===== src/rtl/tmds_decoder_if.sv =====
// ---------------------------------------------------------------------------
// tmds_decoder_if
//   Bundles the raw deserializer input and the decoded TMDS channel outputs.
//
//   master : raw word source / decoded-data consumer (drives raw_in, raw_vld)
//   slave  : the decoder itself (drives everything else)
//
//   raw_in[9:0]     raw deserialized word, bit 0 received first
//   raw_vld         raw_in valid strobe
//   dout[7:0]       decoded pixel data
//   c[1:0]          decoded control bits {c1,c0}
//   de              1 = data symbol, 0 = control token
//   dout_vld        dout/c/de/sym_err valid
//   locked          word alignment achieved
//   bit_offset[3:0] current alignment offset, 0..9
//   sym_err         one-cycle pulse on an erroneous data symbol
//   err_cnt[15:0]   saturating symbol error count (0 unless TMDS_ERR_CNT_EN)
// ---------------------------------------------------------------------------
interface tmds_decoder_if;
    logic [9:0]  raw_in;
    logic        raw_vld;
    logic [7:0]  dout;
    logic [1:0]  c;
    logic        de;
    logic        dout_vld;
    logic        locked;
    logic [3:0]  bit_offset;
    logic        sym_err;
    logic [15:0] err_cnt;

    modport master (
        output raw_in, raw_vld,
        input  dout, c, de, dout_vld, locked, bit_offset, sym_err, err_cnt
    );

    modport slave (
        input  raw_in, raw_vld,
        output dout, c, de, dout_vld, locked, bit_offset, sym_err, err_cnt
    );
endinterface


===== src/rtl/tmds_decoder.sv =====
// ---------------------------------------------------------------------------
// tmds_decoder
//   Receive-side decoder for one TMDS channel. Hunts for the 10-bit word
//   boundary using control tokens, decodes symbols to 8-bit data or 2-bit
//   control, and flags data symbols whose bit 8 disagrees with the encoder's
//   XOR/XNOR choice.
//
//   Ports:
//     sys_clk    pixel-rate clock
//     sys_rst_n  asynchronous active-low reset
//     bus        tmds_decoder_if.slave (raw input, decoded outputs, status)
//
//   Optional build macro TMDS_ERR_CNT_EN: when defined, bus.err_cnt counts
//   sym_err pulses (saturating at 0xFFFF, cleared only by reset); otherwise
//   it is tied to 0.
//
//   Pipeline (advances only on raw_vld): stage 1 registers the aligned word,
//   stage 2 registers the decoded outputs. The error count feeding the
//   loss-of-lock decision uses the stage-2 error flag, so the symbol that
//   reaches ERR_MAX is still reported while locked.
// ---------------------------------------------------------------------------
module tmds_decoder #(
    parameter int SEARCH_WIN = 1024,
    parameter int LOCK_CNT   = 16,
    parameter int ERR_WIN    = 4096,
    parameter int ERR_MAX    = 8
) (
    input  logic          sys_clk,
    input  logic          sys_rst_n,
    tmds_decoder_if.slave bus
);

    localparam int SW_W  = $clog2(SEARCH_WIN);
    localparam int CTL_W = $clog2(LOCK_CNT + 1);
    localparam int WIN_W = $clog2(ERR_WIN);
    localparam int ERR_W = $clog2(ERR_MAX + 1);

    typedef enum logic [1:0] {ST_SEARCH, ST_VERIFY, ST_LOCKED} state_t;

    // ---------------- stage 1: word alignment ----------------
    logic [9:0]  r_prev;
    logic [9:0]  r_q;
    logic [19:0] w_cat;
    logic [3:0]  r_offset;

    assign w_cat = {bus.raw_in, r_prev};

    // NOTE: registers are written with <= so every flop samples the
    // pre-edge values of its neighbours, giving true pipeline behaviour.
    always_ff @(posedge sys_clk or negedge sys_rst_n) begin
        if (!sys_rst_n) begin
            r_prev <= '0;
            r_q    <= '0;
        end else if (bus.raw_vld) begin
            r_prev <= bus.raw_in;
            r_q    <= w_cat[r_offset +: 10];
        end
    end

    // ---------------- token detect and data decode on r_q ----------------
    logic       w_is_ctl;
    logic [1:0] w_ctl_code;
    logic [7:0] w_t;
    logic [7:0] w_d;
    logic [3:0] w_n1;
    logic       w_exp_q8;
    logic       w_bad;

    // NOTE: every always_comb output gets a default before any branch, so
    // no path leaves a value unassigned and no latch is inferred.
    always_comb begin
        w_is_ctl   = 1'b1;
        w_ctl_code = 2'b00;
        case (r_q)
            10'h354: w_ctl_code = 2'b00;
            10'h0AB: w_ctl_code = 2'b01;
            10'h154: w_ctl_code = 2'b10;
            10'h2AB: w_ctl_code = 2'b11;
            default: w_is_ctl   = 1'b0;
        endcase

        w_t    = r_q[9] ? ~r_q[7:0] : r_q[7:0];
        w_d    = '0;
        w_d[0] = w_t[0];
        for (int i = 1; i < 8; i++)
            w_d[i] = r_q[8] ? (w_t[i] ^ w_t[i-1]) : ~(w_t[i] ^ w_t[i-1]);

        w_n1 = '0;
        for (int i = 0; i < 8; i++)
            w_n1 = w_n1 + 4'(w_d[i]);

        // The encoder picks XNOR (q8=0) for dense bytes; anything else is a
        // symbol it could never have produced.
        w_exp_q8 = ~((w_n1 > 4'd4) || ((w_n1 == 4'd4) && !w_d[0]));
        w_bad    = !w_is_ctl && (r_q[8] != w_exp_q8);
    end

    // ---------------- alignment FSM ----------------
    state_t           r_state, w_state_nxt;
    logic [SW_W-1:0]  r_srch_cnt, w_srch_nxt;
    logic [CTL_W-1:0] r_ctl_cnt, w_ctl_nxt;
    logic [WIN_W-1:0] r_win_cnt, w_win_nxt;
    logic [ERR_W-1:0] r_err_num, w_err_nxt, w_err_sum;
    logic [3:0]       w_offset_nxt, w_offset_inc;
    logic             r_err_pend;

    assign w_offset_inc = (r_offset == 4'd9) ? 4'd0 : r_offset + 4'd1;
    assign w_err_sum    = r_err_num + ERR_W'(r_err_pend);

    always_comb begin
        w_state_nxt  = r_state;
        w_srch_nxt   = r_srch_cnt;
        w_ctl_nxt    = r_ctl_cnt;
        w_win_nxt    = r_win_cnt;
        w_err_nxt    = r_err_num;
        w_offset_nxt = r_offset;
        case (r_state)
            ST_SEARCH: begin
                if (w_is_ctl) begin
                    w_state_nxt = ST_VERIFY;
                    w_ctl_nxt   = CTL_W'(1);
                    w_srch_nxt  = '0;
                end else if (r_srch_cnt == SW_W'(SEARCH_WIN - 1)) begin
                    w_offset_nxt = w_offset_inc;
                    w_srch_nxt   = '0;
                end else begin
                    w_srch_nxt = r_srch_cnt + 1'b1;
                end
            end
            ST_VERIFY: begin
                if (!w_is_ctl) begin
                    w_state_nxt = ST_SEARCH;
                    w_ctl_nxt   = '0;
                    w_srch_nxt  = '0;
                end else if (r_ctl_cnt == CTL_W'(LOCK_CNT - 1)) begin
                    w_state_nxt = ST_LOCKED;
                    w_ctl_nxt   = '0;
                    w_win_nxt   = '0;
                    w_err_nxt   = '0;
                end else begin
                    w_ctl_nxt = r_ctl_cnt + 1'b1;
                end
            end
            ST_LOCKED: begin
                // Count the pending error first, then test the limit, and
                // only then let the window expiry clear the count.
                if (w_err_sum == ERR_W'(ERR_MAX)) begin
                    w_state_nxt  = ST_SEARCH;
                    w_offset_nxt = w_offset_inc;
                    w_srch_nxt   = '0;
                    w_ctl_nxt    = '0;
                    w_win_nxt    = '0;
                    w_err_nxt    = '0;
                end else if (r_win_cnt == WIN_W'(ERR_WIN - 1)) begin
                    w_win_nxt = '0;
                    w_err_nxt = '0;
                end else begin
                    w_win_nxt = r_win_cnt + 1'b1;
                    w_err_nxt = w_err_sum;
                end
            end
            default: w_state_nxt = ST_SEARCH;
        endcase
    end

    always_ff @(posedge sys_clk or negedge sys_rst_n) begin
        if (!sys_rst_n) begin
            r_state    <= ST_SEARCH;
            r_srch_cnt <= '0;
            r_ctl_cnt  <= '0;
            r_win_cnt  <= '0;
            r_err_num  <= '0;
            r_offset   <= '0;
        end else if (bus.raw_vld) begin
            r_state    <= w_state_nxt;
            r_srch_cnt <= w_srch_nxt;
            r_ctl_cnt  <= w_ctl_nxt;
            r_win_cnt  <= w_win_nxt;
            r_err_num  <= w_err_nxt;
            r_offset   <= w_offset_nxt;
        end
    end

    // ---------------- stage 2: qualified outputs ----------------
    // Qualify by the post-update lock state so the word that completes lock
    // is already reported and nothing is reported once lock is dropped.
    logic       w_lock_nxt;
    logic       w_sym_err_nxt;
    logic [7:0] r_dout;
    logic [1:0] r_c;
    logic       r_de;
    logic       r_dout_vld;
    logic       r_sym_err;

    assign w_lock_nxt    = (w_state_nxt == ST_LOCKED);
    assign w_sym_err_nxt = bus.raw_vld && w_lock_nxt && w_bad;

    always_ff @(posedge sys_clk or negedge sys_rst_n) begin
        if (!sys_rst_n) begin
            r_dout     <= '0;
            r_c        <= '0;
            r_de       <= 1'b0;
            r_dout_vld <= 1'b0;
            r_sym_err  <= 1'b0;
            r_err_pend <= 1'b0;
        end else begin
            r_dout_vld <= bus.raw_vld && w_lock_nxt;
            r_sym_err  <= w_sym_err_nxt;
            if (bus.raw_vld) begin
                r_err_pend <= w_sym_err_nxt;
                if (!w_lock_nxt) begin
                    r_dout <= '0;
                    r_c    <= '0;
                    r_de   <= 1'b0;
                end else if (w_is_ctl) begin
                    r_dout <= '0;
                    r_c    <= w_ctl_code;
                    r_de   <= 1'b0;
                end else begin
                    r_dout <= w_d;
                    r_de   <= 1'b1;
                end
            end
        end
    end

`ifdef TMDS_ERR_CNT_EN
    logic [15:0] r_err_cnt;

    always_ff @(posedge sys_clk or negedge sys_rst_n) begin
        if (!sys_rst_n)
            r_err_cnt <= '0;
        else if (w_sym_err_nxt && (r_err_cnt != 16'hFFFF))
            r_err_cnt <= r_err_cnt + 16'd1;
    end

    assign bus.err_cnt = r_err_cnt;
`else
    assign bus.err_cnt = '0;
`endif

    assign bus.dout       = r_dout;
    assign bus.c          = r_c;
    assign bus.de         = r_de;
    assign bus.dout_vld   = r_dout_vld;
    assign bus.sym_err    = r_sym_err;
    assign bus.locked     = (r_state == ST_LOCKED);
    assign bus.bit_offset = r_offset;

endmodule


===== src/flat_wrapper.sv =====
// flat-port wrapper written by rule: the top's interface ports become plain ports
module tmds_decoder_flat 
#(
    parameter int SEARCH_WIN = 1024,
    parameter int LOCK_CNT   = 16,
    parameter int ERR_WIN    = 4096,
    parameter int ERR_MAX    = 8
)
  (sys_clk, sys_rst_n, bus_raw_in, bus_raw_vld, bus_dout, bus_c, bus_de, bus_dout_vld, bus_locked, bus_bit_offset, bus_sym_err, bus_err_cnt);
  tmds_decoder_if bus_i ();
  input  logic sys_clk;
  input  logic sys_rst_n;
  input wire logic [$bits(bus_i.raw_in)-1:0] bus_raw_in;
  input wire logic [$bits(bus_i.raw_vld)-1:0] bus_raw_vld;
  output wire logic [$bits(bus_i.dout)-1:0] bus_dout;
  output wire logic [$bits(bus_i.c)-1:0] bus_c;
  output wire logic [$bits(bus_i.de)-1:0] bus_de;
  output wire logic [$bits(bus_i.dout_vld)-1:0] bus_dout_vld;
  output wire logic [$bits(bus_i.locked)-1:0] bus_locked;
  output wire logic [$bits(bus_i.bit_offset)-1:0] bus_bit_offset;
  output wire logic [$bits(bus_i.sym_err)-1:0] bus_sym_err;
  output wire logic [$bits(bus_i.err_cnt)-1:0] bus_err_cnt;
  assign bus_i.raw_in = bus_raw_in;
  assign bus_i.raw_vld = bus_raw_vld;
  assign bus_dout = bus_i.dout;
  assign bus_c = bus_i.c;
  assign bus_de = bus_i.de;
  assign bus_dout_vld = bus_i.dout_vld;
  assign bus_locked = bus_i.locked;
  assign bus_bit_offset = bus_i.bit_offset;
  assign bus_sym_err = bus_i.sym_err;
  assign bus_err_cnt = bus_i.err_cnt;
  tmds_decoder #(.SEARCH_WIN(SEARCH_WIN), .LOCK_CNT(LOCK_CNT), .ERR_WIN(ERR_WIN), .ERR_MAX(ERR_MAX)) u_core (.sys_clk(sys_clk), .sys_rst_n(sys_rst_n), .bus(bus_i));
endmodule

===== config.mk =====
export PLATFORM = sky130hd
export DESIGN_NAME = tmds_decoder_flat
export DESIGN_NICKNAME = d
export VERILOG_FILES = /design/src/rtl/tmds_decoder_if.sv /design/src/rtl/tmds_decoder.sv /design/src/flat_wrapper.sv
export SDC_FILE = /design/constraint.sdc
export NUM_CORES = 1
export LEC_CHECK = 0
export BUFFER_PORTS_ARGS = -buffer_cell sky130_fd_sc_hd__buf_2
export CORE_MARGIN = 2
export CORE_UTILIZATION = 54
export DETAILED_ROUTE_END_ITERATION = 16
export PLACE_DENSITY = 0.86
export REMOVE_ABC_BUFFERS = 1
export SETUP_SLACK_MARGIN = 0.05
export SKIP_LAST_GASP = 1
export SYNTH_ARGS = -nofsm -noshare
export SYNTH_HDL_FRONTEND = slang
export SYNTH_SLANG_ARGS = --single-unit

===== constraint.sdc =====
create_clock -name sys_clk -period 3 [get_ports sys_clk]
set_clock_uncertainty 0.2 [all_clocks]
set_input_delay 0.6 -clock sys_clk [delete_from_list [all_inputs] [get_ports sys_clk]]
set_output_delay 0.6 -clock sys_clk [all_outputs]
set_load 0.02 [all_outputs]

Yosys cells after proc, flatten, opt, wreduce, memory -nomap -nowiden
Cells that the tools add are included.

word-level totals
  register bits after elaboration = 71
  memories = 0
  bits in writable memories = 0
  input port bits = 13
  logic and storage cells = 129
  output and inout port bits = 34
  bits in read-only memories = 0
  bits in latches = 0

operators by class
  add/sub/neg operators = 12
  eq/ne operators = 22
  $mul = 0
  bitwise gates (word level) = 16
  multiplexer cells = 46
  magnitude comparators = 1
  shift-type cells = 1
  reduce and logical (&&, ||, !) cells = 17
  div/mod/pow operators = 0

operators with widths
  kind                     count
  $mux W12                 4
  $mux W10                 4
  $mux W4                  8
  $eq A10 B10 Y1 const B   3
  $pmux W10 S3             1
  $add A4 B1 Y4            7
  $mux W8                  3
  $pmux W12 S2             1
  $mux W5                  4
  $shiftx A20 B5 Y10       1
  $pmux W4 S2              2
  $pmux W5 S3              1
  $add A12 B1 Y12 const B  1
  $eq A12 B12 Y1 const B   1
  $mux W2                  6
  $ne A2 B1 Y1 const B     6
  $pmux W2 S3              2
  $reduce_and A4 Y1        3
  $add A10 B1 Y10 const B  1
  $eq A10 B8 Y1 const B    1
  $eq A10 B9 Y1 const B    1
  $mux W1                  10
  $eq A4 B4 Y1 const B     2
  $not A1 Y1               8
  other kinds (21)         34

Longest topological paths before layout
Gate-level depths: netlist of run 1.

  depth in word-level cells = 19
  depth in mapped cells = 12
  mapped depth without buffers = 12

Least setup slack after synthesis of run 1
No wires, ideal clock.

  path kind = register to register
  start point = reg u_core.r_q[3]
  end point = reg u_core.r_err_pend
  clock period less this slack = 3.205 ns
  data required time = 2.676 ns
  path slack = -0.205 ns
  cell stages (with the launch flop) = 13
  path buffers = 0
  arrival = 2.881 ns
  setup time = 0.124 ns
  cell sequence = dfrtp_1 > xor2_1 > xnor2_1 > ha_1 > inv_1 > fa_1 > fa_1 > inv_1 > fa_1 > nor3b_1 > o22ai_1 > xor2_1 > o2bb2ai_2

between the ends
  longest elaborated chain between the ends = 17
  elaborated cells between the ends (all ways) = 33
  classes of those cells = add/sub (5); order compare (1); eq/ne (7); mux (7); bitwise (6); reduce/logical (7)

RTL lines
  item                                                    line                 RTL
  start, declared                                         tmds_decoder.sv:42   logic [9:0] r_q;
  start signal, assigned                                  tmds_decoder.sv:56   r_q <= w_cat[r_offset +: 10];
  branches (longest 16 deep; another with $add A4 B1 Y4)  -
  $logic_and A1 B1 Y1 *                                   tmds_decoder.sv:196  assign w_sym_err_nxt = bus.raw_vld && w_lock_nxt && w_bad;
  end signal, assigned                                    tmds_decoder.sv:210  r_err_pend <= w_sym_err_nxt;
  end, declared                                           tmds_decoder.sv:105  logic r_err_pend;

Every way passes the cells marked *.
A chain may end at the register's enable or synchronous reset.

Final worst setup path of run 1
  start point = reg u_core.r_q[4]
  end point = reg u_core.r_sym_err, in the netlist u_core.bus.sym_err

between the ends
  longest elaborated chain between the ends = 16
  elaborated cells between the ends (all ways) = 32
  classes of those cells = add/sub (4); order compare (1); eq/ne (7); mux (7); bitwise (6); reduce/logical (7)

RTL lines
  item                                                    line                 RTL
  branches (longest 15 deep; another with $add A4 B1 Y4)  -
  $logic_and A1 B1 Y1 *                                   tmds_decoder.sv:196
  named net u_core.w_sym_err_nxt                          tmds_decoder.sv:188  logic w_sym_err_nxt;
  end signal, assigned                                    tmds_decoder.sv:208  r_sym_err <= w_sym_err_nxt;
  end, declared                                           tmds_decoder.sv:193  logic r_sym_err;

Mark *: on every way through the listed nets, which the timed path passes.

==> reports/results.txt, run 1 <==
Worst-case reg-to-reg path depth: 12. The flow ran to the end, but the final reports show violations. After detailed routing, the number of remaining DRC violations is 0. The run gives 34 as the number of cell rows. The routed layout has 3838 vias. The leakage power total was 2.36 nW.

Count of maximum capacitance violations: 0. The slew at the pin closest to its max-slew limit is 0.697 ns. The minimum setup slack in the final design was -0.434 ns. The count of input and output buffers was 30.

The sum of negative setup slack is -0.862 ns, and the shortest clock period the worst path allows after layout is 3.43 ns. Clock latency on the worst-skew pair: 0.36 ns. For this run, the number of Yosys warnings is 0.

TritonCTS built the clock tree. The number of filler cells placed in the layout is 671. The worst ir drop on vdd is 0.724 mV. Global routing consumed, on the met3 layer, 4.46% of the routing resources.

The total number of nets in the final design is 558, and the die boundary height is 97.6 µm. The number of pins with negative max-slew slack in the final report was 0; the combined area of all synthesized cells was 4730 µm². The final design utilization came out at 62.1%. The signal on the critical path passes through xor2_1 > xnor2_1 > ha_1 > inv_2 > fa_1 > fa_2 > inv_2 > fa_1 > nor3b_2 > o22ai_1 > xor2_1 > nor2_1.

Summing the sequential cell areas from Yosys gives 37.6% of the chip area. The total number of clock tree sinks was 71. The area fraction of the dominant cell type after synthesis was 37.6%. The area of the core came out at 8590 µm². The floorplan step defined a die boundary enclosing 9530 µm². The total chip power is 5.54 mW.

The first routing iteration left 236 violations. The startpoint identified for the worst register-to-register timing path is u_core.r_q[4]$_DFFE_PN0P_. Among all stages on the critical path, the largest delay is contributed by sky130_fd_sc_hd__fa_1. The async set-reset flop share out of synthesis was 100%; the H-tree level count was 3. For the required time of the worst setup path, the log shows 3.04 ns.

For the starting utilization of the core area, the log shows 55.1%. Cell taking the most area after synthesis: sky130_fd_sc_hd__dfrtp_1. The tools report the headroom to the max-slew limit as 53.5%.

By count the netlist is led by 71 x sky130_fd_sc_hd__dfrtp_1, 39 x sky130_fd_sc_hd__o21ai_0, 33 x sky130_fd_sc_hd__nand2_1, 33 x sky130_fd_sc_hd__nor2_1, 25 x sky130_fd_sc_hd__inv_1. The number of antenna diodes was 0; the average wire per cell in the routed design was 16.8 µm. The total of hold buffers inserted after clock tree synthesis came out at 0. The first detailed-routing pass took 4 iterations.

The summed area of non-filler cells in the final layout came out at 5340 µm². Counting flops and latches in the post-synthesis netlist gives 71. Yosys mapped a number of flops with a built-in enable equal to 0.

Largest incremental delay on the critical path: 0.51 ns. The via density per instance was 6.03. For the number of instances in the synthesized netlist, the log shows 473.

In the synthesized netlist the dominant register cell turns out to be sky130_fd_sc_hd__dfrtp_1. The logs give 0 for the number of hold violations in the final report and 18.1 mm for the first-pass GRT wire length. Setup repair after global routing could not meet its margin everywhere. Relative to the synthesized area, the layout overhead comes to 12.8%.

The synthesized netlist contains 69 unique library cells. Yosys attributes the largest share of cell area to sky130_fd_sc_hd__dfrtp_1 38%, sky130_fd_sc_hd__mux4_2 5.2%, sky130_fd_sc_hd__ha_1 4.8%, sky130_fd_sc_hd__mux2i_1 4.7%, sky130_fd_sc_hd__o21ai_0 4.1%. The most common cell in the synthesized netlist was sky130_fd_sc_hd__dfrtp_1. Global routing consumed, on the met1 layer, 28.6% of the routing resources. The clock passes through at most 2 buffers. Clock-pin slew was measured on the worst setup and hold paths at 0.08 ns. The worst setup path is of the register to register kind. The routed wire length was 10.7 mm; the total global routing overflow was 0. The tools report the register-to-register setup slack as -0.43 ns. For this design the ratio of total power to cell area is 1040 nW/µm². The wire-length estimate of the detail-placed layout is 7.61 mm. The final reports fail on negative setup slack.

Static timing analysis puts the maximum clock frequency at 0.291 GHz. The worst setup path is captured at a register. The number of clock buffers added by TritonCTS is 9. The worst hold-check slack came out at 0.0132 ns. The die boundary width was 97.6 µm. The routing layer with the top usage in global route was met2. The tightest min-delay check is of the input port to async pin type.

In this run the worst path has a maximum fanout of 2. At the end of routability-driven placement, the weighted congestion stood at 0.980. At the worst endpoint, the arrival time is 3.47 ns. The final critical path takes up 114% of the cycle.

The tree is rooted in a sky130_fd_sc_hd__clkbuf_8. Critical path startpoint category: a register. The largest net degree at the start of global routing is 31. The tools report the via count of the first global-routing pass as 3897.

In this run the remaining antenna-violating nets after routing total 0. Initial antenna violation count: 0. The overall track demand over capacity in global routing is 23.1%, and the share of final-layout standard cells stronger than drive strength 1 is 24.2%. The number of top-level pins came out at 47. The average size of a mapped cell is 10.0 µm².

In this run the critical register-to-register path is captured at u_core.bus.sym_err$_DFF_PN0_. The tools report the setup violation total in the final timing report as 2. The critical path launch point is u_core.r_q[4]$_DFFE_PN0P_. Global routing consumed, on the met2 layer, 41.1% of the routing resources. Summing all placed instances gives a cell area of 5010 µm².
logic make-up (layout without fill, tap and decap cells):
| family | Yosys count | count (layout) | synth area share (%) |
|---|---|---|---|
| and+or+nand+nor | 132 | 132 | 14.5 |
| AOI/OAI and AO/OA | 117 | 117 | 18.3 |
| DFF | 71 | 71 | 37.6 |
| buffers and inverters | 68 | 109 | 7.41 |
| muxes | 45 | 45 | 12.7 |
| adders and majority gates | 21 | 21 | 6.03 |
| xor gates and xnor gates | 18 | 18 | 3.33 |
| other | 1 | 16 | 0.0793 |
cells in the final DEF, fill, tap and decap left out, types with 4 or more instances in the layout:
master                      count
sky130_fd_sc_hd__and3_1         8
sky130_fd_sc_hd__dfrtp_1       71
sky130_fd_sc_hd__xor2_1         7
sky130_fd_sc_hd__buf_4         37
sky130_fd_sc_hd__nand2_1       33
sky130_fd_sc_hd__o31ai_1        9
sky130_fd_sc_hd__a211oi_1       4
sky130_fd_sc_hd__xnor2_1       11
sky130_fd_sc_hd__mux2_2        12
sky130_fd_sc_hd__o22ai_2        4
sky130_fd_sc_hd__nand3_1       17
sky130_fd_sc_hd__nand2b_1       4
sky130_fd_sc_hd__a21o_1         5
sky130_fd_sc_hd__ha_1          18
sky130_fd_sc_hd__o21a_1         4
sky130_fd_sc_hd__clkbuf_8       9
sky130_fd_sc_hd__nor2b_1        8
sky130_fd_sc_hd__mux2i_1       22
sky130_fd_sc_hd__o21ai_0       39
sky130_fd_sc_hd__a22o_1         5
sky130_fd_sc_hd__inv_1         23
sky130_fd_sc_hd__a21oi_1        9
sky130_fd_sc_hd__mux4_2        11
sky130_fd_sc_hd__o2bb2ai_2      4
sky130_fd_sc_hd__nor2_1        33
sky130_fd_sc_hd__conb_1        16
sky130_fd_sc_hd__o211ai_1       5
sky130_fd_sc_hd__nor3_1         5
sky130_fd_sc_hd__buf_2         30
stage by stage:
step	worst slack [ns]	cells
after floorplan	-0.247	446
after global placement	-0.255	610
after detailed placement	-0.376	610
after CTS	-0.302	629
after global routing	-0.585	637
final	-0.434	637
worst max path at each step:
stage / endpoint / depth (start not counted)
finish: u_core.bus.sym_err$_DFF_PN0_ / 12
global placement: u_core.r_err_pend$_DFFE_PN0P_ / 12
global route: u_core.r_err_pend$_DFFE_PN0P_ / 12
floorplan: u_core.r_err_pend$_DFFE_PN0P_ / 11
detailed placement: u_core.r_err_pend$_DFFE_PN0P_ / 12
CTS: u_core.r_err_pend$_DFFE_PN0P_ / 12
per-layer routing:
layer | part of all wire [%] | vias up | routed length (µm)
met3 | 4.2 | 14 | 448
met5 | 0 | - | 0
met4 | 1.1 | 0 | 118
met2 | 54 | 91 | 5760
li1 | - | 1784 | -
met1 | 41 | 1949 | 4350
where the power goes:
group          switching, mW  internal, mW  total, mW
sequential             0.236          1.14       1.38
combinational           1.71          1.60       3.31
clock                  0.381         0.469      0.850
critical path: cells and delay by family (launching register included):
| family | cells | cell delay, ns |
|---|---|---|
| buffers and inverters | 2 | 0.12 |
| AOI/OAI and AO/OA | 1 | 0.12 |
| DFF | 1 | 0.40 |
| xor gates and xnor gates | 3 | 0.62 |
| and+or+nand+nor | 2 | 0.26 |
| adders and majority gates | 4 | 1.60 |
cell type report:
class	instances	area, µm²	area share [%]
clock buffer	9	124	2.32
timing repair buffer	67	428	8.02
tap	108	135	2.53
inverter	26	97.6	1.83
multi-input combinational	349	2680	50.2
sequential	71	1780	33.3
clock inverter	7	96.3	1.80
repair_timing:
action / in CTS / in global routing
resized for setup: 3 / 3
setup endpoints to repair: 2 / 23
pin swaps: 10 / 12
gates cloned: 0 / 0
buffers inserted: 3 / 8
flip-flops by register name, summed over array words and instances (netlist names):
register,count
u_core.r_ctl_cnt,5
u_core.r_state,2
u_core.r_err_num,4
u_core.bus.de,1
u_core.bus.sym_err,1
u_core.r_q,10
u_core.bus.bit_offset,4
u_core.bus.c,2
u_core.bus.dout,8
u_core.bus.dout_vld,1
u_core.r_prev,10
u_core.r_win_cnt,12
u_core.r_srch_cnt,10
u_core.r_err_pend,1
No activity file was read; power rests on OpenSTA's default activity.
==> inputs of run 2 (changes only) <==
GPL_ROUTABILITY_DRIVEN = 0   (was default)
PLACE_DENSITY = 0.8   (was 0.86)
RECOVER_POWER = 100   (was default)
==> run 2 against run 1 <==
The flow finishes with violations (max-capacitance violations, max-slew violations, negative setup slack). Hold slack improved by 0.28 ns. Utilization decreased by 1.2 points. Total power rose by 1.6%. Combinational power up 2%. Setup slack gained 0.089 ns. Sequential power about the same. Design area is 2.0% lower. Wire length hardly changed. Via count decreased by 1.9%. Non-clock buffer count decreased by 6. Largest power group unchanged. Die area did not move.
==> reports/results.txt, run 2 (synthesized netlist as in run 1, its figures left out) <==
The most flop-heavy register is u_core.r_win_cnt. The tools report the power share of the sequential group as 24.6%. For the detailed-placement wirelength estimate, the log shows 7.47 mm. In this run the critical register-to-register path is captured at u_core.bus.sym_err$_DFF_PN0_. The first-pass GRT wire length was 17.9 mm.

The register with the most flip-flops in the layout has 12 of them. The final design utilization is 60.9%. The total iterations of the first detailed-routing run came out at 4. For this design the top-level I/O count stands at 47. The routed design could run at a clock period as short as 3.35 ns. CTS buffer count: 9.

The run gives -0.345 ns as the minimum setup slack in the final design. The tools report the via count of the first global-routing pass as 3731. Dividing total power by cell area gives a power density of 1080 nW/µm². In this run, the combinational gates consume 60.0% of the power. The worst ir drop on vdd is 0.571 mV. The number of antenna diodes is 0. The sum of negative setup slack is -1.15 ns. Of the total power, the clock network draws 15.5%. The worst hold path begins at u_core.r_srch_cnt[6]$_DFFE_PN0P_. Excluding fillers, the count of instances in the completed layout stands at 631. The overall track demand over capacity in global routing came out at 23.0%.

Once placement completed, the tool counted placed cells totaling 608. The logs give 3.24 mW for the internal power consumption and 5230 µm² for the summed area of non-filler cells in the final layout. Timing would allow up to 0.299 GHz.

In this run the standard cell core region covers 8590 µm². The starting utilization of the core area was 55.1%; the cell count of the worst hold path was 1. The H-tree generated during clock tree synthesis spans 3 levels.

The critical path startpoint category is a register. The number of pins with negative max-slew slack in the final report was 33; the switching fraction of total power was 42.4%. The clock root buffer was sky130_fd_sc_hd__clkbuf_8.

From bottom edge to top edge, the die measures 97.6 µm. The number of DRC markers in iteration 0 is 269, and the headroom to the max-slew limit is -3.61%. Global routing finished with a remaining overflow of 0.

The run finished, with violations left. Of the cells placed in the final design, the portion with a size suffix greater than 1 is 18.4%. The count of maximum capacitance violations came out at 1. The filler cells instantiated in the layout total 701. In this run the static leakage power is 2.25 nW. The slew at the pin closest to its max-slew limit came out at 1.55 ns.

After the last flow step, the layout net total stands at 552. The count of buffers added on input and output ports is 30. In this run the remaining antenna-violating nets after routing total 0.

Clock-pin slew was measured on the worst setup and hold paths at 0.08 ns. The average wire per cell in the routed design came out at 16.9 µm. After detailed routing, the number of vias per cell comes to 5.97. The clock reaches the later pin of the worst-skew pair after 0.36 ns. Number of hold violations in the final report: 0.

The critical-path maximum fanout was 2. The total placed instance area came out at 5010 µm². Data on the critical path arrives at its endpoint at 3.39 ns. For hold timing, the worst endpoint is u_core.r_srch_cnt[6]$_DFFE_PN0P_. For the initial antenna violation count, the log shows 0.

Setup repair after global routing could not meet its margin everywhere. The worst register-to-register path begins at u_core.r_q[3]$_DFFE_PN0P_. The library cell used most frequently in the layout, excluding fill and tap cells, is sky130_fd_sc_hd__dfrtp_1.

TritonCTS built the clock tree. The logs give 3764 for the number of vias after detailed routing and -0.35 ns for the register-to-register setup slack. From left edge to right edge, the die measures 97.6 µm. Setup violations remaining at the end of the flow were counted as 8. met2 is the most crowded layer.

Global routing used 4.82% of the available met3 tracks. The die covers 9530 µm². The required time of the worst setup path was 3.04 ns; the number of cell rows was 34. The routed wire length was 10.7 mm. Counting along the longest clock path gives a buffer depth of 2. The largest net degree at the start of global routing is 46.

The library cells used most frequently in the layout, excluding fill and tap cells, are 71 x sky130_fd_sc_hd__dfrtp_1, 41 x sky130_fd_sc_hd__o21ai_0, 33 x sky130_fd_sc_hd__nor2_1, 33 x sky130_fd_sc_hd__nand2_1, 26 x sky130_fd_sc_hd__buf_4. The critical path in this run is classified as register to register. Relative area change from synthesis to final layout: 10.6%. The final critical path takes up 112% of the cycle.

The checks that failed: max-capacitance violations, max-slew violations, negative setup slack. The DRC violations left was 0; the fraction of met1 tracks used by global routing was 28.7%. Total net switching power: 2.39 mW. STA classifies the critical path endpoint as a register.

Global routing used 40.2% of the available met2 tracks. The tree built by TritonCTS fans out to 71 sinks. The path class of the tightest hold or removal check is register to register.

Counting cells, the worst reg-to-reg path comes to 12.
==> run 2: changes by cell type in the layout (fill, tap and decap cells not counted), sizes merged <==
cell / before / now
clkinv: 2 / 3
inv: 26 / 25
clkbuf: 9 / 33
clkinvlp: 3 / 1
buf: 67 / 39
==> run 2: power by group through the flow <==
stage               logic, mW  registers (mW)  clock network, mW
global placement         2.70            1.37                  0
finish                   3.38            1.38              0.870
floorplan                1.91            1.47                  0
CTS                      3.15            1.38              0.879
global route             3.68            1.42              0.919
detailed placement       2.86            1.39                  0
==> run 2: cell type report <==
class	count	area, µm²	share of cell area, %
Clock buffer	11	141	2.70
Clock inverter	5	81.3	1.55
Inverter	26	97.6	1.87
Multi-Input combinational cell	349	2650	50.7
Sequential cell	71	1780	34.0
Tap cell	108	135	2.58
Timing Repair Buffer	61	349	6.67
==> run 2: worst max path at each step <==
stage,startpoint,end,cells after the start
5_1_grt,u_core.r_q[3]$_DFFE_PN0P_,u_core.bus.sym_err$_DFF_PN0_,12
2_1_floorplan,u_core.r_q[8]$_DFFE_PN0P_,u_core.r_err_pend$_DFFE_PN0P_,11
4_1_cts,u_core.r_q[3]$_DFFE_PN0P_,u_core.r_err_pend$_DFFE_PN0P_,12
6_report,u_core.r_q[3]$_DFFE_PN0P_,u_core.bus.sym_err$_DFF_PN0_,12
3_5_place_dp,u_core.r_q[3]$_DFFE_PN0P_,u_core.r_err_pend$_DFFE_PN0P_,12
3_3_place_gp,u_core.r_q[3]$_DFFE_PN0P_,u_core.r_err_pend$_DFFE_PN0P_,12
==> run 2: per-stage QoR <==
step                power [mW]  setup WS (ns)  hold slack [ns]
global route              6.01         -0.500            0.298
floorplan                 3.38         -0.247            0.104
finish                    5.63         -0.345            0.292
global placement          4.07         -0.257            0.270
detailed placement        4.25         -0.386            0.272
CTS                       5.40         -0.323           0.0833
==> run 2: critical path, stage by stage (launching register included) <==
cell and delay (ns):
sky130_fd_sc_hd__dfrtp_1 0.39, sky130_fd_sc_hd__xor2_1 0.18, sky130_fd_sc_hd__xnor2_1 0.19, sky130_fd_sc_hd__ha_1 0.27, sky130_fd_sc_hd__inv_2 0.06, sky130_fd_sc_hd__fa_1 0.42, sky130_fd_sc_hd__fa_2 0.35, sky130_fd_sc_hd__inv_2 0.08
sky130_fd_sc_hd__fa_1 0.46, sky130_fd_sc_hd__nor3b_2 0.22, sky130_fd_sc_hd__o22ai_1 0.11, sky130_fd_sc_hd__xor2_1 0.22, sky130_fd_sc_hd__nor2_1 0.08
==> run 2: metal layers <==
layer / vias up / share of wire (%)
met5: - / 0
met4: 0 / 2.1
met3: 23 / 4.8
met2: 100 / 52
met1: 1866 / 41
li1: 1775 / -
==> run 2: timing repair <==
item,in CTS,in global routing
hold buffers,0,0
pin swaps,7,3
endpoints found under the setup margin,2,14
buffers inserted,3,4
resized for setup,3,4
==> inputs of run 3 (changes only) <==
BUFFER_PORTS_ARGS = default   (was -buffer_cell sky130_fd_sc_hd__buf_2)
CORE_UTILIZATION = 58   (was 54)
DONT_BUFFER_PORTS = 1   (was default)
PLACE_DENSITY = 0.79   (was 0.8)
==> run 3 against run 2 <==
Total power increased by 1.7%. Fmax up 1.6%. The run still ends with max-capacitance violations, max-slew violations, negative setup slack left. Via count down 3.6%. Sequential share of layout area increased by 0.54 points. Clock power is 4.0% lower. Global-route usage up 2.0 points.
==> reports/results.txt, run 3 (synthesized netlist as in run 1, its figures left out) <==
The flow ran to the end, but the final reports show violations. The final reports fail on max-capacitance violations, max-slew violations, negative setup slack. Data on the critical path arrives at its endpoint at 3.34 ns. For the pin with the worst max-slew slack, the measured transition is 1.76 ns. The element type at the critical path end is a register. The first routing iteration left 174 violations. Using the TritonRoute via totals, the vias-per-cell ratio works out to 6.04. The library cell used most frequently in the layout, excluding fill and tap cells, is sky130_fd_sc_hd__dfrtp_1.

Subtracting the final worst setup slack from the clock period gives 3.29 ns. The number of antenna diodes in the final layout is 0. The number of pins with negative max-slew slack in the final report is 72.

After detailed routing, the number of remaining DRC violations is 0. Setup repair after global routing could not meet its margin everywhere. The summed area of non-filler cells in the final layout is 5150 µm². The via count of the first global-routing pass is 3606, and the total iterations of the first detailed-routing run is 4. The worst pin sits at a relative slew slack of -17.2%. CTS built an H-tree with a depth of 3. Once placement completed, the tool counted placed cells totaling 570.

The leakage power total is 2.19 nW, and the die boundary height is 94.3 µm. In this design, the stage delay of the slowest critical-path cell is 0.49 ns. The detailed router placed 3628 vias in this run. The count of nets left with antenna violations once routing finished came out at 0. After clock tree synthesis, the clock-pin slew on the worst setup and hold paths is 0.08 ns. The clock network burns 14.6% of the power. Of the cells placed in the final design, the portion with a size suffix greater than 1 is 18.8%. From synthesis to final layout, the design area changed by 8.86%.

The minimum setup slack in the final design was -0.291 ns. The number of buffers on the longest clock path is 2. Among cell families on the critical path, the largest total delay comes from adder cells. The number of cell rows was 32; the flip-flop count of the largest register, all copies and words added was 12.

The number of hold violations in the final report is 0, and the starting utilization of the core area is 60.6%. STA classifies the critical path startpoint as a register. In this run the worst hold path is classified as input port to register. The tools report the number of filler cells placed in the layout as 601. The power density normalized to cell area is 1110 nW/µm², and the internal power consumption is 3.34 mW.

The run gives 17.2 mm as the first-pass GRT wire length. TritonCTS built the clock tree. The total placed instance area was 4830 µm². The floorplan step defined a core boundary enclosing 7810 µm². Count of buffering cells on the critical path with inverters included: 7. The critical path's most frequent cell was sky130_fd_sc_hd__buf_4.

The sequential cells in the finished layout cover a total of 1780 µm². Net switching is 41.6% of the power. The critical-path maximum fanout works out to 2.

The required time of the worst setup path came out at 3.05 ns. Most flop-heavy register: u_core.r_win_cnt. Pin placement for this block handled 47 I/O pins. The critical path is of the register to register type.

Global routing consumed, over all layers together, 25.0% of the routing resources. For the part of the total power dissipated in combinational logic, the log shows 60.5%. The die footprint was 8900 µm². Largest net degree at the start of global routing: 72.

At the later pin of the worst-skew pair, clock insertion delay measures 0.36 ns. Setup violations remaining at the end of the flow were counted as 5. Summing internal, switching and leakage power gives 5.72 mW.

The tools report the CTS buffer count as 9. Count of input and output buffers: 0. The total overflow left after global routing is 0. Summed over all nets, the half-perimeter wirelength after detailed placement is 7.20 mm. For the routed wire length, the log shows 10.3 mm. Cells fill 66.0% of the core in the end. Based on the critical path, the design can be clocked at up to 0.304 GHz. The portion of the clock cycle consumed by the worst path in the final layout was 110%. Clock root buffer: sky130_fd_sc_hd__clkbuf_8.

The total number of clock tree sinks was 71. The average wire per cell in the routed design was 17.2 µm. Cell at the slowest stage of the critical path: sky130_fd_sc_hd__fa_1. Walking the worst path, the cells encountered are xor2_1 > xnor2_1 > ha_1 > inv_2 > fa_1 > fa_2 > inv_2 > buf_4 > buf_4 > buf_4 > buf_4 > buf_4 > a21oi_2 > o22ai_2 > xor2_2 > o2bb2ai_2. The count of maximum capacitance violations is 1, and the total net switching power is 2.38 mW. The power share of the sequential group is 25.0%, and the area used by multi-input combinational logic is 2680 µm².

In the layout the commonest cells are 71 x sky130_fd_sc_hd__dfrtp_1, 41 x sky130_fd_sc_hd__o21ai_0, 33 x sky130_fd_sc_hd__nor2_1, 33 x sky130_fd_sc_hd__nand2_1, 28 x sky130_fd_sc_hd__buf_4. After the flow finishes, the layout carries non-filler instances totaling 601. The run gives 0 as the initial antenna violation count. In the final design database the tool counted 528 nets.

Die boundary width: 94.3 µm. IR analysis of the VDD net gives a maximum drop of 0.805 mV.
[run 3: final cells by class]
| type | instances | share of cell area [%] |
|---|---|---|
| tap | 102 | 2.48 |
| clock inverter | 4 | 0.996 |
| timing repair buffer | 37 | 4.93 |
| multi-input combinational | 349 | 52.0 |
| sequential | 71 | 34.5 |
| clock buffer | 12 | 3.21 |
| inverter | 26 | 1.90 |
[run 3: what timing repair did]
| action | CTS | global route |
|---|---|---|
| pin swaps | 11 | 10 |
| buffers inserted | 7 | 6 |
| endpoints found under the setup margin | 7 | 16 |
| cloned | 0 | 0 |
| resized for setup | 5 | 5 |
| endpoints found under the hold margin | 71 | 0 |
| hold buffers | 2 | 0 |
[run 3: final timing paths]
path	cells after the start	from	endpoint	slack, ns
max in group asynchronous	2	sys_rst_n	u_core.r_err_num[2]$_DFFE_PN0P_	0.49
setup reg to reg	16	u_core.r_q[3]$_DFFE_PN0P_	u_core.r_err_pend$_DFFE_PN0P_	-0.29
min in group asynchronous	2	sys_rst_n	u_core.r_srch_cnt[5]$_DFFE_PN0P_	1.05
setup / recovery	16	u_core.r_q[3]$_DFFE_PN0P_	u_core.r_err_pend$_DFFE_PN0P_	-0.29
hold / removal	1	bus_raw_vld	u_core.r_q[8]$_DFFE_PN0P_	0.13
hold reg to reg	1	u_core.r_srch_cnt[6]$_DFFE_PN0P_	u_core.r_srch_cnt[6]$_DFFE_PN0P_	0.31
[run 3: stage by stage]
stage	setup WS [ns]	setup TNS (ns)	hold WS (ns)
after floorplan	-0.247	-0.487	0.104
final	-0.291	-0.648	0.129
after CTS	-0.329	-0.654	0.111
after global placement	-0.262	-0.516	0.106
after global routing	-0.411	-4.25	0.109
after detailed placement	-0.425	-0.846	0.106
[run 3: per-layer routing]
| metal | routed length (µm) | vias up | track usage (%) |
|---|---|---|---|
| li1 | - | 1727 | - |
| met1 | 4490 | 1806 | 30.6 |
| met2 | 5210 | 77 | 43.2 |
| met3 | 410 | 18 | 6.66 |
| met4 | 222 | 0 | 7.73 |
| met5 | 0 | - | 0 |
[run 3: power groups by stage]
stage / registers [mW] / clock network, mW / logic [mW]
after floorplan: 1.47 / 0 / 1.91
after global placement: 1.43 / 0 / 2.51
after detailed placement: 1.45 / 0 / 2.69
after CTS: 1.43 / 0.853 / 3.26
after global routing: 1.46 / 0.901 / 3.80
final: 1.43 / 0.835 / 3.46
